## src/rtl/btn_pkg.sv

```systemverilog
// btn_pkg: shared FSM states, direction codes and the direction priority encoder
// used by btn_step_conditioner.
package btn_pkg;
    typedef enum logic [1:0] {IDLE, DELAY, REPEAT} state_t;
    typedef enum logic [2:0] {NONE, EAST, WEST, NORTH, SOUTH} dir_t;
    function automatic dir_t prio_dir(input logic e, input logic w, input logic n, input logic s);
        return e ? EAST : w ? WEST : n ? NORTH : s ? SOUTH : NONE;
    endfunction
endpackage

```

## src/rtl/btn_step_conditioner_if.sv

```systemverilog
// btn_step_conditioner_if: raw button inputs and conditioned outputs of btn_step_conditioner.
interface btn_step_conditioner_if;
    logic BTN_EAST, BTN_WEST, BTN_NORTH, BTN_SOUTH;
    logic btn_east_out, btn_west_out, btn_north_out, btn_south_out, step_out;
    modport master (
        output BTN_EAST, BTN_WEST, BTN_NORTH, BTN_SOUTH,
        input  btn_east_out, btn_west_out, btn_north_out, btn_south_out, step_out
    );
    modport slave (
        input  BTN_EAST, BTN_WEST, BTN_NORTH, BTN_SOUTH,
        output btn_east_out, btn_west_out, btn_north_out, btn_south_out, step_out
    );
endinterface

```

## src/rtl/btn_debounce.sv

```systemverilog
// btn_debounce: 2-FF synchroniser plus debounce counter for one raw button;
// the level flips after DEBOUNCE_CYCLES consecutive cycles of disagreement.
module btn_debounce #(
    parameter int DEBOUNCE_CYCLES = 500000
) (
    input  logic clk_in,
    input  logic rst_in,
    input  logic i_raw,
    output logic o_level
);
    localparam int CW = (DEBOUNCE_CYCLES > 1) ? $clog2(DEBOUNCE_CYCLES) : 1;
    logic [1:0]    r_sync;
    logic [CW-1:0] r_cnt;
    logic          r_level;
    if (DEBOUNCE_CYCLES < 2) begin : g_bad_param
        $error("DEBOUNCE_CYCLES must be at least 2");
    end
    always_ff @(posedge clk_in) begin
        if (rst_in) begin
            r_sync  <= '0;
            r_cnt   <= '0;
            r_level <= 1'b0;
        end else begin
            r_sync <= {r_sync[0], i_raw};
            if (r_sync[1] == r_level) begin
                r_cnt <= '0;
            end else if (r_cnt == CW'(DEBOUNCE_CYCLES - 1)) begin
                r_level <= ~r_level;
                r_cnt   <= '0;
            end else begin
                r_cnt <= r_cnt + CW'(1);
            end
        end
    end
    assign o_level = r_level;
endmodule

```

## src/rtl/btn_step_conditioner.sv

```systemverilog
// btn_step_conditioner: debounces four buttons and emits a one-cycle step strobe per press,
// with auto-repeat while held when BTN_AUTOREPEAT_EN is defined.
module btn_step_conditioner
    import btn_pkg::*;
#(
    parameter int DEBOUNCE_CYCLES = 500000,
    parameter int REPEAT_DELAY    = 25000000,
    parameter int REPEAT_PERIOD   = 2500000
) (
    input logic               clk_in,
    input logic               rst_in,
    btn_step_conditioner_if.slave bus
);
    logic [3:0] w_raw, w_lvl;
    dir_t       w_dir, r_dir;
    state_t     r_state, w_state;
    logic       r_step, w_step;
    if (REPEAT_DELAY < 2 || REPEAT_PERIOD < 2) begin : g_bad_param
        $error("REPEAT_DELAY and REPEAT_PERIOD must be at least 2");
    end
    assign w_raw = {bus.BTN_EAST, bus.BTN_WEST, bus.BTN_NORTH, bus.BTN_SOUTH};
    for (genvar g = 0; g < 4; g++) begin : g_db
        btn_debounce #(.DEBOUNCE_CYCLES(DEBOUNCE_CYCLES)) u_db (
            .clk_in (clk_in),
            .rst_in (rst_in),
            .i_raw  (w_raw[g]),
            .o_level(w_lvl[g])
        );
    end
    assign {bus.btn_east_out, bus.btn_west_out, bus.btn_north_out, bus.btn_south_out} = w_lvl;
    assign bus.step_out = r_step;
    assign w_dir = prio_dir(w_lvl[3], w_lvl[2], w_lvl[1], w_lvl[0]);
`ifdef BTN_AUTOREPEAT_EN
    localparam int RMAX = (REPEAT_DELAY > REPEAT_PERIOD) ? REPEAT_DELAY : REPEAT_PERIOD;
    localparam int RW   = $clog2(RMAX);
    logic [RW-1:0] r_cnt, w_cnt;
    logic          w_hit;
    assign w_hit = (r_state == DELAY) ? (r_cnt == RW'(REPEAT_DELAY - 1))
                                      : (r_cnt == RW'(REPEAT_PERIOD - 1));
    always_comb begin
        w_state = r_state;
        w_cnt   = r_cnt;
        w_step  = 1'b0;
        if (w_dir == NONE) begin
            w_state = IDLE;
            w_cnt   = '0;
        end else if (r_state == IDLE || w_dir != r_dir) begin
            w_step  = 1'b1;
            w_cnt   = '0;
            w_state = DELAY;
        end else if (w_hit) begin
            w_step  = 1'b1;
            w_cnt   = '0;
            w_state = REPEAT;
        end else begin
            w_cnt = r_cnt + RW'(1);
        end
    end
    always_ff @(posedge clk_in) begin
        if (rst_in) r_cnt <= '0;
        else        r_cnt <= w_cnt;
    end
`else
    // Without auto-repeat the FSM parks in DELAY until release or a direction change.
    always_comb begin
        w_state = r_state;
        w_step  = 1'b0;
        if (w_dir == NONE) begin
            w_state = IDLE;
        end else if (r_state == IDLE || w_dir != r_dir) begin
            w_step  = 1'b1;
            w_state = DELAY;
        end
    end
`endif
    always_ff @(posedge clk_in) begin
        if (rst_in) begin
            r_state <= IDLE;
            r_dir   <= NONE;
            r_step  <= 1'b0;
        end else begin
            r_state <= w_state;
            r_dir   <= w_dir;
            r_step  <= w_step;
        end
    end
endmodule

```

## src/flat_wrapper.sv

```systemverilog
// flat-port wrapper written by rule: the top's interface ports become plain ports
module btn_step_conditioner_flat import btn_pkg::*;
#(
    parameter int DEBOUNCE_CYCLES = 500000,
    parameter int REPEAT_DELAY    = 25000000,
    parameter int REPEAT_PERIOD   = 2500000
)
  (clk_in, rst_in, bus_BTN_EAST, bus_BTN_WEST, bus_BTN_NORTH, bus_BTN_SOUTH, bus_btn_east_out, bus_btn_west_out, bus_btn_north_out, bus_btn_south_out, bus_step_out);
  btn_step_conditioner_if bus_i ();
  input logic clk_in;
  input logic rst_in;
  input wire logic [$bits(bus_i.BTN_EAST)-1:0] bus_BTN_EAST;
  input wire logic [$bits(bus_i.BTN_WEST)-1:0] bus_BTN_WEST;
  input wire logic [$bits(bus_i.BTN_NORTH)-1:0] bus_BTN_NORTH;
  input wire logic [$bits(bus_i.BTN_SOUTH)-1:0] bus_BTN_SOUTH;
  output wire logic [$bits(bus_i.btn_east_out)-1:0] bus_btn_east_out;
  output wire logic [$bits(bus_i.btn_west_out)-1:0] bus_btn_west_out;
  output wire logic [$bits(bus_i.btn_north_out)-1:0] bus_btn_north_out;
  output wire logic [$bits(bus_i.btn_south_out)-1:0] bus_btn_south_out;
  output wire logic [$bits(bus_i.step_out)-1:0] bus_step_out;
  assign bus_i.BTN_EAST = bus_BTN_EAST;
  assign bus_i.BTN_WEST = bus_BTN_WEST;
  assign bus_i.BTN_NORTH = bus_BTN_NORTH;
  assign bus_i.BTN_SOUTH = bus_BTN_SOUTH;
  assign bus_btn_east_out = bus_i.btn_east_out;
  assign bus_btn_west_out = bus_i.btn_west_out;
  assign bus_btn_north_out = bus_i.btn_north_out;
  assign bus_btn_south_out = bus_i.btn_south_out;
  assign bus_step_out = bus_i.step_out;
  btn_step_conditioner #(.DEBOUNCE_CYCLES(DEBOUNCE_CYCLES), .REPEAT_DELAY(REPEAT_DELAY), .REPEAT_PERIOD(REPEAT_PERIOD)) u_core (.clk_in(clk_in), .rst_in(rst_in), .bus(bus_i));
endmodule
```

## config.mk

```make
export PLATFORM = sky130hd
export DESIGN_NAME = btn_step_conditioner_flat
export DESIGN_NICKNAME = d
export VERILOG_FILES = /design/src/rtl/btn_pkg.sv /design/src/rtl/btn_step_conditioner_if.sv /design/src/rtl/btn_debounce.sv /design/src/rtl/btn_step_conditioner.sv /design/src/flat_wrapper.sv
export SDC_FILE = /design/constraint.sdc
export NUM_CORES = 1
export LEC_CHECK = 0
export ABC_AREA = 1
export CORE_MARGIN = 3
export CORE_UTILIZATION = 62
export DETAILED_ROUTE_END_ITERATION = 8
export PLACE_DENSITY = 0.82
export SETUP_SLACK_MARGIN = 0.05
export SLEW_MARGIN = 5
export SYNTH_ARGS = -nofsm -noshare
export SYNTH_HDL_FRONTEND = slang
export SYNTH_HIERARCHICAL = 1
export SYNTH_SLANG_ARGS = --single-unit
```

## constraint.sdc

```tcl
create_clock -name clk_in -period 1.6 [get_ports clk_in]
set_input_delay 0.48 -clock clk_in [delete_from_list [all_inputs] [get_ports clk_in]]
set_output_delay 0.48 -clock clk_in [all_outputs]
set_load 0.02 [all_outputs]
```

==> results_dict.tcl, run 1 <==
set metrics [dict create \
    outcome "completed" \
    reg2reg_slack_ns 0.17 \
    crit_buf_inv 1 \
    cts_tree "done" \
    antenna_found_initial 0 \
    vias 4434 \
    via_per_inst 4.93 \
    cp.required_ns 1.12 \
    dr.pass1.iters 5 \
    syn_area_per_cell_um2 6.48 \
    p_leak_nw 2.06 \
    final.min_clock_period_ns 1.48 \
    clkSinkCount 93 \
    switching_share 0.222 \
    io_pins 11 \
    cts_root_buf "clkbuf_8" \
    ir_worst_vdd_mv 0.466 \
    seqCellArea_um2 1860 \
    grt_pass1_vias 4069 \
    cts_buffers 9 \
    grt_overflow_total 0 \
    fin_area_um2 5410 \
    period_share 0.927 \
    worstHoldPathType "flop to flop" \
    std_cell_rows 32 \
    cp.depth 1 \
    ys_seq_area_frac 0.374 \
    synth.distinct_cells 22 \
    internal-power_mw 3.09 \
    initial_core_util 0.641 \
    path_cells "clkdlybuf4s15_1" \
    grt_max_degree 17 \
    worstSetupPathType "flop to primary output" \
    drc 0 \
    final_nets 802 \
    final-setup-viol-count 0 \
    syn-num-nets 779 \
    fp.coreArea_um2 7770 \
    maxCapViolCount 0 \
    cts.htree.levels 3 \
    power.switching_mw 0.880 \
    synthesis.instances 769 \
    pwr-share-clk 0.395 \
    grt_first_pass_wirelength_mm 16.8 \
    antenna_cells 0 \
    drive_above_1_share 0.102 \
    endpoint_kind "primary output" \
    port_buffers 10 \
    grt_setup_unrepaired "false" \
    synthesis.area_um2 4980 \
    wl_per_cell_um 10.6 \
    gp_congestion 0.924 \
    powerDensity_nw_per_um2 733 \
    cp_slowest_cell "dfxtp_1" \
    clock_skew_ns 0.0145 \
    drt-initial-drc-count 170 \
    worst_skew_pair.late_latency_ns 0.36 \
    drv_slew 0 \
    hpwl_mm 7.14 \
    p_comb_frac 0.017 \
    whs_ns 0.409 \
    clock_path_buffers 2 \
    clkTransAtPathRegs_ns 0.09 \
    relSlewSlack 0.811 \
    routed_wl_mm 9.51 \
    cp_slowest_stage_delay_ns 0.35 \
    die_height_um 95.6 \
    postSynthRegisterBits 93 \
    power.share.sequential 0.587 \
    utilization 0.697 \
    dpl_cell_area_um2 5210 \
    holdPathStages 2 \
    fmax_mhz 674 \
    finalSetupTns_ns 0 \
    yosysWarningCount 6 \
    track_usage 0.228 \
    r2r_cells 8 \
    nFillCells 648 \
    hold_viol_final 0 \
    ant_nets 0 \
    syn_to_final_growth_pct 8.64 \
    tightest_slew_ns 0.283 \
    die_w_um 95.6 \
    cp.arrival_ns 1.00 \
    multi_input_area_um2 2620 \
    total_power_mw 3.97 \
    cp_max_fo 1 \
    die-area_um2 9150 \
    critPathTopFamily "flip-flops" \
    worstSetupStartpointType "flop" \
]
-- area by class of cell --
cell class                 instances  area share
multi-input combinational        547       0.484
timing repair buffer              16      0.0243
tap                              102      0.0236
clock inverter                     6      0.0132
inverter                         125      0.0867
sequential                        93       0.345
clock buffer                      10      0.0236
-- Yosys cell counts (all sizes together) --
cell type  count  area (um2)
nand4          8        50.1
a31o           1        8.76
a21oi         17        85.1
dfxtp         93        1860
o21ai          8        40.0
nor3           4        20.0
buf            4        45.0
nand3         60         375
xnor2          4        35.0
or2            8        50.1
nand2        195         772
nor2         206         838
inv          125         469
ha             4        50.1
xor2          32         280
-- worst register-to-register path: stages (launching register included) --
cell	delay [ns]
dfxtp_1	0.36
ha_1	0.24
nand3_4	0.14
inv_1	0.15
nand2_1	0.11
o21ai_0	0.17
nand2_1	0.08
nand2_1	0.06
inv_1	0.03
-- sequential cells by signal, summed over array words and instances (netlist names) --
signal                    count
u_core/r_state                1
u_core/r_dir                  3
u_core/g_db.u_db/o_level      4
u_core/g_db.u_db/r_cnt       76
u_core/bus.step_out           1
u_core/g_db.u_db/r_sync       8
-- power groups by stage --
| stage | Combinational (mW) | Sequential (mW) | Clock [mW] |
|---|---|---|---|
| 6_report | 0.0679 | 2.33 | 1.57 |
| 5_1_grt | 0.0774 | 2.33 | 1.72 |
| 4_1_cts | 0.0677 | 2.33 | 1.62 |
| 3_5_place_dp | 0.0673 | 2.39 | 0 |
| 3_3_place_gp | 0.0652 | 2.38 | 0 |
| 2_1_floorplan | 0.0403 | 2.38 | 0 |
-- layer usage --
layer,GRT usage,routed length [um],vias up
met4,0.0877,133,0
met1,0.285,4450,1974
met3,0.0395,450,13
li1,-,-,2362
met5,0,0,-
met2,0.389,4480,85
-- metrics by stage --
stage | std cells | worst slack (ns)
after floorplan | 769 | 0.316
after global placement | 883 | -0.101
after detailed placement | 883 | -0.159
after CTS | 899 | 0.0550
after global routing | 899 | 0.0548
final | 899 | 0.117
-- worst paths after layout --
path,endpoint,startpoint
worst max-delay path,bus_step_out,u_core/bus.step_out$_SDFF_PP0_
worst min-delay path,u_core/g_db[1].u_db/r_sync[1]$_SDFF_PP0_,u_core/g_db[1].u_db/r_sync[0]$_SDFF_PP0_
worst max register to register,u_core/g_db[0].u_db/r_cnt[16]$_SDFF_PP0_,u_core/g_db[0].u_db/r_cnt[0]$_SDFF_PP0_
worst min register to register,u_core/g_db[1].u_db/r_sync[1]$_SDFF_PP0_,u_core/g_db[1].u_db/r_sync[0]$_SDFF_PP0_
-- cells by family after synthesis --
group,after synthesis,synth area share
compound gates,26,0.0269
xor+xnor,36,0.0633
fa+ha+maj,4,0.0100
buf+inv,129,0.103
flops,93,0.374
simple gates,481,0.423
-- what timing repair did --
action | CTS | global route
hold buffers | 0 | 0
setup buffers | 0 | 0
setup endpoints to repair | 5 | 30
gates cloned | 0 | 0
hold endpoints to repair | 0 | 0
resized for setup | 10 | 15
-- cell usage in the layout (no fill, tap or decap), types with 5 or more instances in the layout --
master / synthesis / final
a21oi_1: 17 / 17
buf_4: 0 / 6
clkbuf_8: 0 / 9
clkdlybuf4s50_1: 0 / 5
dfxtp_1: 93 / 91
inv_1: 122 / 120
inv_2: 3 / 5
nand2_1: 187 / 187
nand3_1: 51 / 51
nand3_2: 5 / 5
nand4_1: 8 / 8
nor2_1: 188 / 184
nor2_2: 14 / 18
o21ai_0: 8 / 7
or2_2: 8 / 8
xor2_1: 32 / 32
(Power assumes the default switching activity.)
==> run 2: changes to the inputs <==
--- a/config.mk
+++ b/config.mk
@@ -11,4 +11,6 @@
 export DETAILED_ROUTE_END_ITERATION = 8
+export HOLD_SLACK_MARGIN = 0.02
 export PLACE_DENSITY = 0.82
 export SETUP_SLACK_MARGIN = 0.05
+export SKIP_CTS_REPAIR_TIMING = 1
 export SLEW_MARGIN = 5
--- a/constraint.sdc
+++ b/constraint.sdc
@@ -3,2 +3,2 @@
 set_output_delay 0.48 -clock clk_in [all_outputs]
-set_load 0.02 [all_outputs]
+set_load 0.05 [all_outputs]
==> run 2 against run 1 <==
Global-route usage down 0.30 points; register-to-register slack worse by 0.02 ns; clock skew fell by 0.0034 ns; die area is the same; worst setup slack better by 0.029 ns; combinational power hardly changed; routed wire length is 1.6% higher; sequential power is essentially flat; critical endpoint is now u_core/g_db[0].u_db/r_cnt[16]$_SDFF_PP0_.
==> results_dict.tcl, run 2 (synthesized netlist as in run 1, its figures left out) <==
set metrics [dict create \
    nFillCells 667 \
    ant_nets 0 \
    grt_pass1_vias 3992 \
    ir_worst_vdd_mv 0.453 \
    layout_setup_ws_ns 0.146 \
    p_leak_nw 2.08 \
    drv_slew 0 \
    worstSetupStartpointType "flop" \
    grt_setup_unrepaired "true" \
    cts_buffers 9 \
    worstHoldPathType "flop to flop" \
    port_buffers 10 \
    track_usage 0.225 \
    routed_wl_mm 9.66 \
    largest_register_ffs 76 \
    period_share 0.909 \
    io_pins 11 \
    multi_input_area_um2 2620 \
    fmax_mhz 688 \
    outcome "completed" \
    crit_end "u_core/g_db[0].u_db/r_cnt[16]$_SDFF_PP0_" \
    antenna_found_initial 0 \
    relSlewSlack 0.783 \
    vias 4410 \
    met2_length_mm 4.56 \
    grt_first_pass_wirelength_mm 16.4 \
    tightest_slew_ns 0.324 \
    clkSinkCount 93 \
    startpoint "u_core/g_db[0].u_db/r_cnt[0]$_SDFF_PP0_" \
    holdPathStages 2 \
    drc 0 \
    cts_tree "done" \
    drive_above_1_share 0.0972 \
    hpwl_mm 7.24 \
    via_per_inst 4.93 \
    seqCellArea_um2 1870 \
    endpoint_kind "flop" \
    cts_root_buf "clkbuf_8" \
    clock_path_buffers 2 \
    cp.required_ns 1.86 \
    die_w_um 95.6 \
    cp.arrival_ns 1.72 \
    r2r_cells 8 \
    r2r-start "u_core/g_db[0].u_db/r_cnt[0]$_SDFF_PP0_" \
    layout_commonest_cell "nand2_1" \
    dr.pass1.iters 4 \
    die_height_um 95.6 \
    place_ws_ns -0.135 \
    cts.htree.levels 3 \
    final_nets 799 \
    wl_per_cell_um 10.8 \
    stdcell_count 894 \
    r2r-end "u_core/g_db[0].u_db/r_cnt[16]$_SDFF_PP0_" \
    fp.coreArea_um2 7770 \
    maxCapViolCount 0 \
    dr.max_layer_used "met4" \
    wl_met1_mm 4.60 \
    powerDensity_nw_per_um2 742 \
    initial_core_util 0.641 \
    worstSetupPathType "flop to flop" \
    std_cell_rows 32 \
    grt_overflow_total 0 \
    final.min_clock_period_ns 1.45 \
    final-setup-viol-count 0 \
    worst_skew_pair.late_latency_ns 0.36 \
    wl_met3_um 346 \
    gp_congestion 0.935 \
    reg2reg_slack_ns 0.15 \
    dp_cells 880 \
    hold_viol_final 0 \
    die-area_um2 9150 \
    grt_max_degree 15 \
    clock_skew_ns 0.0111 \
    cp_max_fo 6 \
    syn_to_final_growth_pct 9.50 \
    clkTransAtPathRegs_ns 0.09 \
    final_cell_mix "nand2_1 (187), nor2_1 (185), inv_1 (121), dfxtp_1 (90), nand3_1 (51)" \
    regMostFlops "u_core/g_db.u_db/r_cnt" \
    drt-initial-drc-count 156 \
    antenna_cells 0 \
]
-- run 2: cell count changes in the layout (fill, tap and decap cells not counted), sizes merged --
cell           delta
clkdlybuf4s15     -2
buf               +2
inv               -1
clkbuf            -4
bufinv            +1
clkinvlp          -1
-- run 2: how the worst min path moves through the flow --
stage | startpoint | end | slack, ns
global placement | u_core/g_db[3].u_db/r_sync[0]$_SDFF_PP0_ | u_core/g_db[3].u_db/r_sync[1]$_SDFF_PP0_ | 0.39
detailed placement | u_core/g_db[1].u_db/r_sync[0]$_SDFF_PP0_ | u_core/g_db[1].u_db/r_sync[1]$_SDFF_PP0_ | 0.40
finish | u_core/g_db[1].u_db/r_sync[0]$_SDFF_PP0_ | u_core/g_db[1].u_db/r_sync[1]$_SDFF_PP0_ | 0.41
floorplan | u_core/g_db[0].u_db/r_sync[0]$_SDFF_PP0_ | u_core/g_db[0].u_db/r_sync[1]$_SDFF_PP0_ | 0.39
CTS | u_core/g_db[1].u_db/r_sync[0]$_SDFF_PP0_ | u_core/g_db[1].u_db/r_sync[1]$_SDFF_PP0_ | 0.41
global route | u_core/g_db[3].u_db/r_sync[0]$_SDFF_PP0_ | u_core/g_db[3].u_db/r_sync[1]$_SDFF_PP0_ | 0.43
-- run 2: worst max-delay path: stages, from the launching register on --
cell	delay, ns
dfxtp_1	0.36
ha_1	0.24
nand3_4	0.14
inv_1	0.16
nand2_1	0.12
o21ai_0	0.18
nand2_1	0.08
nand2_1	0.06
inv_1	0.03
-- run 2: report_power, final --
group	total [mW]	internal [mW]	switching, mW
registers	2.33	2.32	0.00604
clock network	1.65	0.858	0.790
logic	0.0679	0.0294	0.0385
total	4.05	3.21	0.834
-- run 2: routing by layer --
layer  global-route usage  up-vias
li1                     -     2346
met1                0.280     1977
met2                0.382       70
met3               0.0434       17
met4               0.0853        0
met5                    0        -
-- run 2: layout make-up --
cell class	instances	area share
clock buffer	9	0.0227
clock inverter	5	0.0142
inverter	125	0.0860
multi-input combinational	547	0.480
sequential	93	0.342
tap	102	0.0234
timing repair buffer	13	0.0317
-- run 2: metrics by stage --
stage                util  power (mW)  TNS (ns)  instance area [um2]  hold slack, ns
finish              0.702        4.05         0                 5450           0.408
detailed placement  0.674        2.45     -5.82                 5240           0.399
CTS                 0.700        4.08         0                 5440           0.410
floorplan               -        2.42         0                 4980           0.388
global placement    0.674        2.45     -4.22                 5240           0.394
global route        0.702        4.18         0                 5450           0.435
==> run 3: changes to the inputs <==
--- a/config.mk
+++ b/config.mk
@@ -8,2 +8,3 @@
 export ABC_AREA = 1
+export ABC_CLOCK_PERIOD_IN_PS = 1600
 export CORE_MARGIN = 3
@@ -12,2 +13,3 @@
 export HOLD_SLACK_MARGIN = 0.02
+export MAX_ROUTING_LAYER = met4
 export PLACE_DENSITY = 0.82
==> constraint.sdc (replaced) <==
create_clock -name clk_in -period 1.6 [get_ports clk_in]
set_input_delay 0.32 -clock clk_in [delete_from_list [all_inputs] [get_ports clk_in]]
set_output_delay 0.32 -clock clk_in [all_outputs]
set_load 0.05 [all_outputs]
==> run 3 against run 2 <==
Clock-buffer cell count grew 3; non-clock buffer count is the same; sequential power is essentially flat; critical path type unchanged; global-route usage grew 1.5 points; hold slack is essentially flat; die area is the same.
==> results_dict.tcl, run 3 (synthesized netlist as in run 1, its figures left out) <==
set metrics [dict create \
    drc 0 \
    power.switching_mw 0.836 \
    seqCellArea_um2 1860 \
    wl_per_cell_um 11.1 \
    drv_slew 0 \
    holdCritStartpoint "u_core/g_db[0].u_db/r_sync[0]$_SDFF_PP0_" \
    dr.pass1.iters 5 \
    finalSetupTns_ns 0 \
    die_w_um 95.6 \
    drt-initial-drc-count 160 \
    cp.required_ns 1.86 \
    largest_register_ffs 76 \
    final-setup-viol-count 0 \
    hpwl_mm 7.40 \
    crit_end "u_core/g_db[0].u_db/r_cnt[16]$_SDFF_PP0_" \
    std_cell_rows 32 \
    antenna_cells 0 \
    grt_max_degree 15 \
    r2r_cells 8 \
    r2r-start "u_core/g_db[0].u_db/r_cnt[0]$_SDFF_PP0_" \
    hold_viol_final 0 \
    grt_first_pass_wirelength_mm 17.1 \
    power.share.sequential 0.608 \
    final_nets 799 \
    startpoint "u_core/g_db[0].u_db/r_cnt[0]$_SDFF_PP0_" \
    drive_above_1_share 0.0982 \
    layout_commonest_cell "nand2_1" \
    fp.coreArea_um2 7770 \
    cp_max_fo 6 \
    utilization 0.697 \
    port_buffers 10 \
    syn_to_final_growth_pct 8.74 \
    multi_input_area_um2 2620 \
    outcome "completed" \
    io_pins 11 \
    worst_skew_pair.late_latency_ns 0.35 \
    reg2reg_slack_ns 0.13 \
    p_comb_frac 0.017 \
    die-area_um2 9150 \
    fmax_mhz 680 \
    clkSinkCount 93 \
    via_per_inst 5.01 \
    ir_worst_vdd_mv 0.420 \
    final_cell_mix "nand2_1 (187), nor2_1 (184), inv_1 (119), dfxtp_1 (93), nand3_1 (51)" \
    clock_skew_ns 0.00690 \
    internal-power_mw 3.00 \
    relSlewSlack 0.784 \
    ant_nets 0 \
    endpoint_kind "flop" \
    grt_setup_unrepaired "false" \
    gp_congestion 0.947 \
    cp.arrival_ns 1.73 \
    clkTransAtPathRegs_ns 0.09 \
    r2r-end "u_core/g_db[0].u_db/r_cnt[16]$_SDFF_PP0_" \
    track_usage 0.240 \
    routed_wl_mm 9.96 \
    regMostFlops "u_core/g_db.u_db/r_cnt" \
    powerDensity_nw_per_um2 707 \
    cts_buffers 9 \
    tightest_slew_ns 0.323 \
    worstSetupStartpointType "flop" \
    initial_core_util 0.641 \
    nFillCells 676 \
    worstHoldPathType "flop to flop" \
    worstSetupPathType "flop to flop" \
    cts.htree.levels 3 \
    cts_tree "done" \
    maxCapViolCount 0 \
    antenna_found_initial 0 \
    final.min_clock_period_ns 1.47 \
    switching_share 0.218 \
    clock_path_buffers 2 \
    whs_ns 0.408 \
    p_leak_nw 2.06 \
    period_share 0.919 \
    vias 4485 \
    cts_root_buf "clkbuf_8" \
    die_height_um 95.6 \
    grt_pass1_vias 4112 \
    grt_overflow_total 0 \
    pwr-share-clk 0.375 \
]
==> run 3: how the worst min path moves through the flow <==
stage          cells past startpoint                                        to  slack, ns
4_1_cts                            2  u_core/g_db[0].u_db/r_sync[1]$_SDFF_PP0_       0.41
2_1_floorplan                      2  u_core/g_db[0].u_db/r_sync[1]$_SDFF_PP0_       0.39
3_3_place_gp                       2  u_core/g_db[1].u_db/r_sync[1]$_SDFF_PP0_       0.39
5_1_grt                            2  u_core/g_db[2].u_db/r_sync[1]$_SDFF_PP0_       0.43
3_5_place_dp                       2  u_core/g_db[2].u_db/r_sync[1]$_SDFF_PP0_       0.40
6_report                           2  u_core/g_db[0].u_db/r_sync[1]$_SDFF_PP0_       0.41
==> run 3: worst max-delay path, cell delays in order (launching register included) <==
cell and delay, ns:
dfxtp_1 0.37, ha_2 0.23, nand3_4 0.13, inv_1 0.17, nand3_1 0.10, nor2_1 0.18, nor2_2 0.09, nand2_1 0.08
inv_1 0.04
==> run 3: power groups by stage <==
stage	logic [mW]	registers, mW	clock network (mW)
floorplan	0.0403	2.38	0
global placement	0.0631	2.38	0
detailed placement	0.0657	2.39	0
CTS	0.0659	2.33	1.48
global route	0.0749	2.33	1.58
finish	0.0654	2.33	1.44
==> run 3: final cells by class <==
type | count | share of cell area
Clock buffer | 12 | 0.0286
Clock inverter | 4 | 0.00416
Inverter | 125 | 0.0866
Multi-Input combinational cell | 547 | 0.484
Sequential cell | 93 | 0.344
Tap cell | 102 | 0.0236
Timing Repair Buffer | 13 | 0.0296
==> run 3: metrics by stage <==
stage,instances,total power [mW],setup slack [ns],area [um2]
after detailed placement,880,2.45,0.00429,5220
after global routing,896,3.99,0.0328,5420
after global placement,880,2.45,0.0517,5220
final,896,3.83,0.130,5420
after CTS,896,3.88,0.125,5400
after floorplan,769,2.42,0.198,4980
==> run 3: layer usage <==
metal	global-route usage	vias to the layer above	wire [um]
met5	-	-	0
met4	0.0699	0	90
met3	0.0481	9	401
met2	0.405	87	4900
met1	0.289	2031	4570
li1	-	2358	-
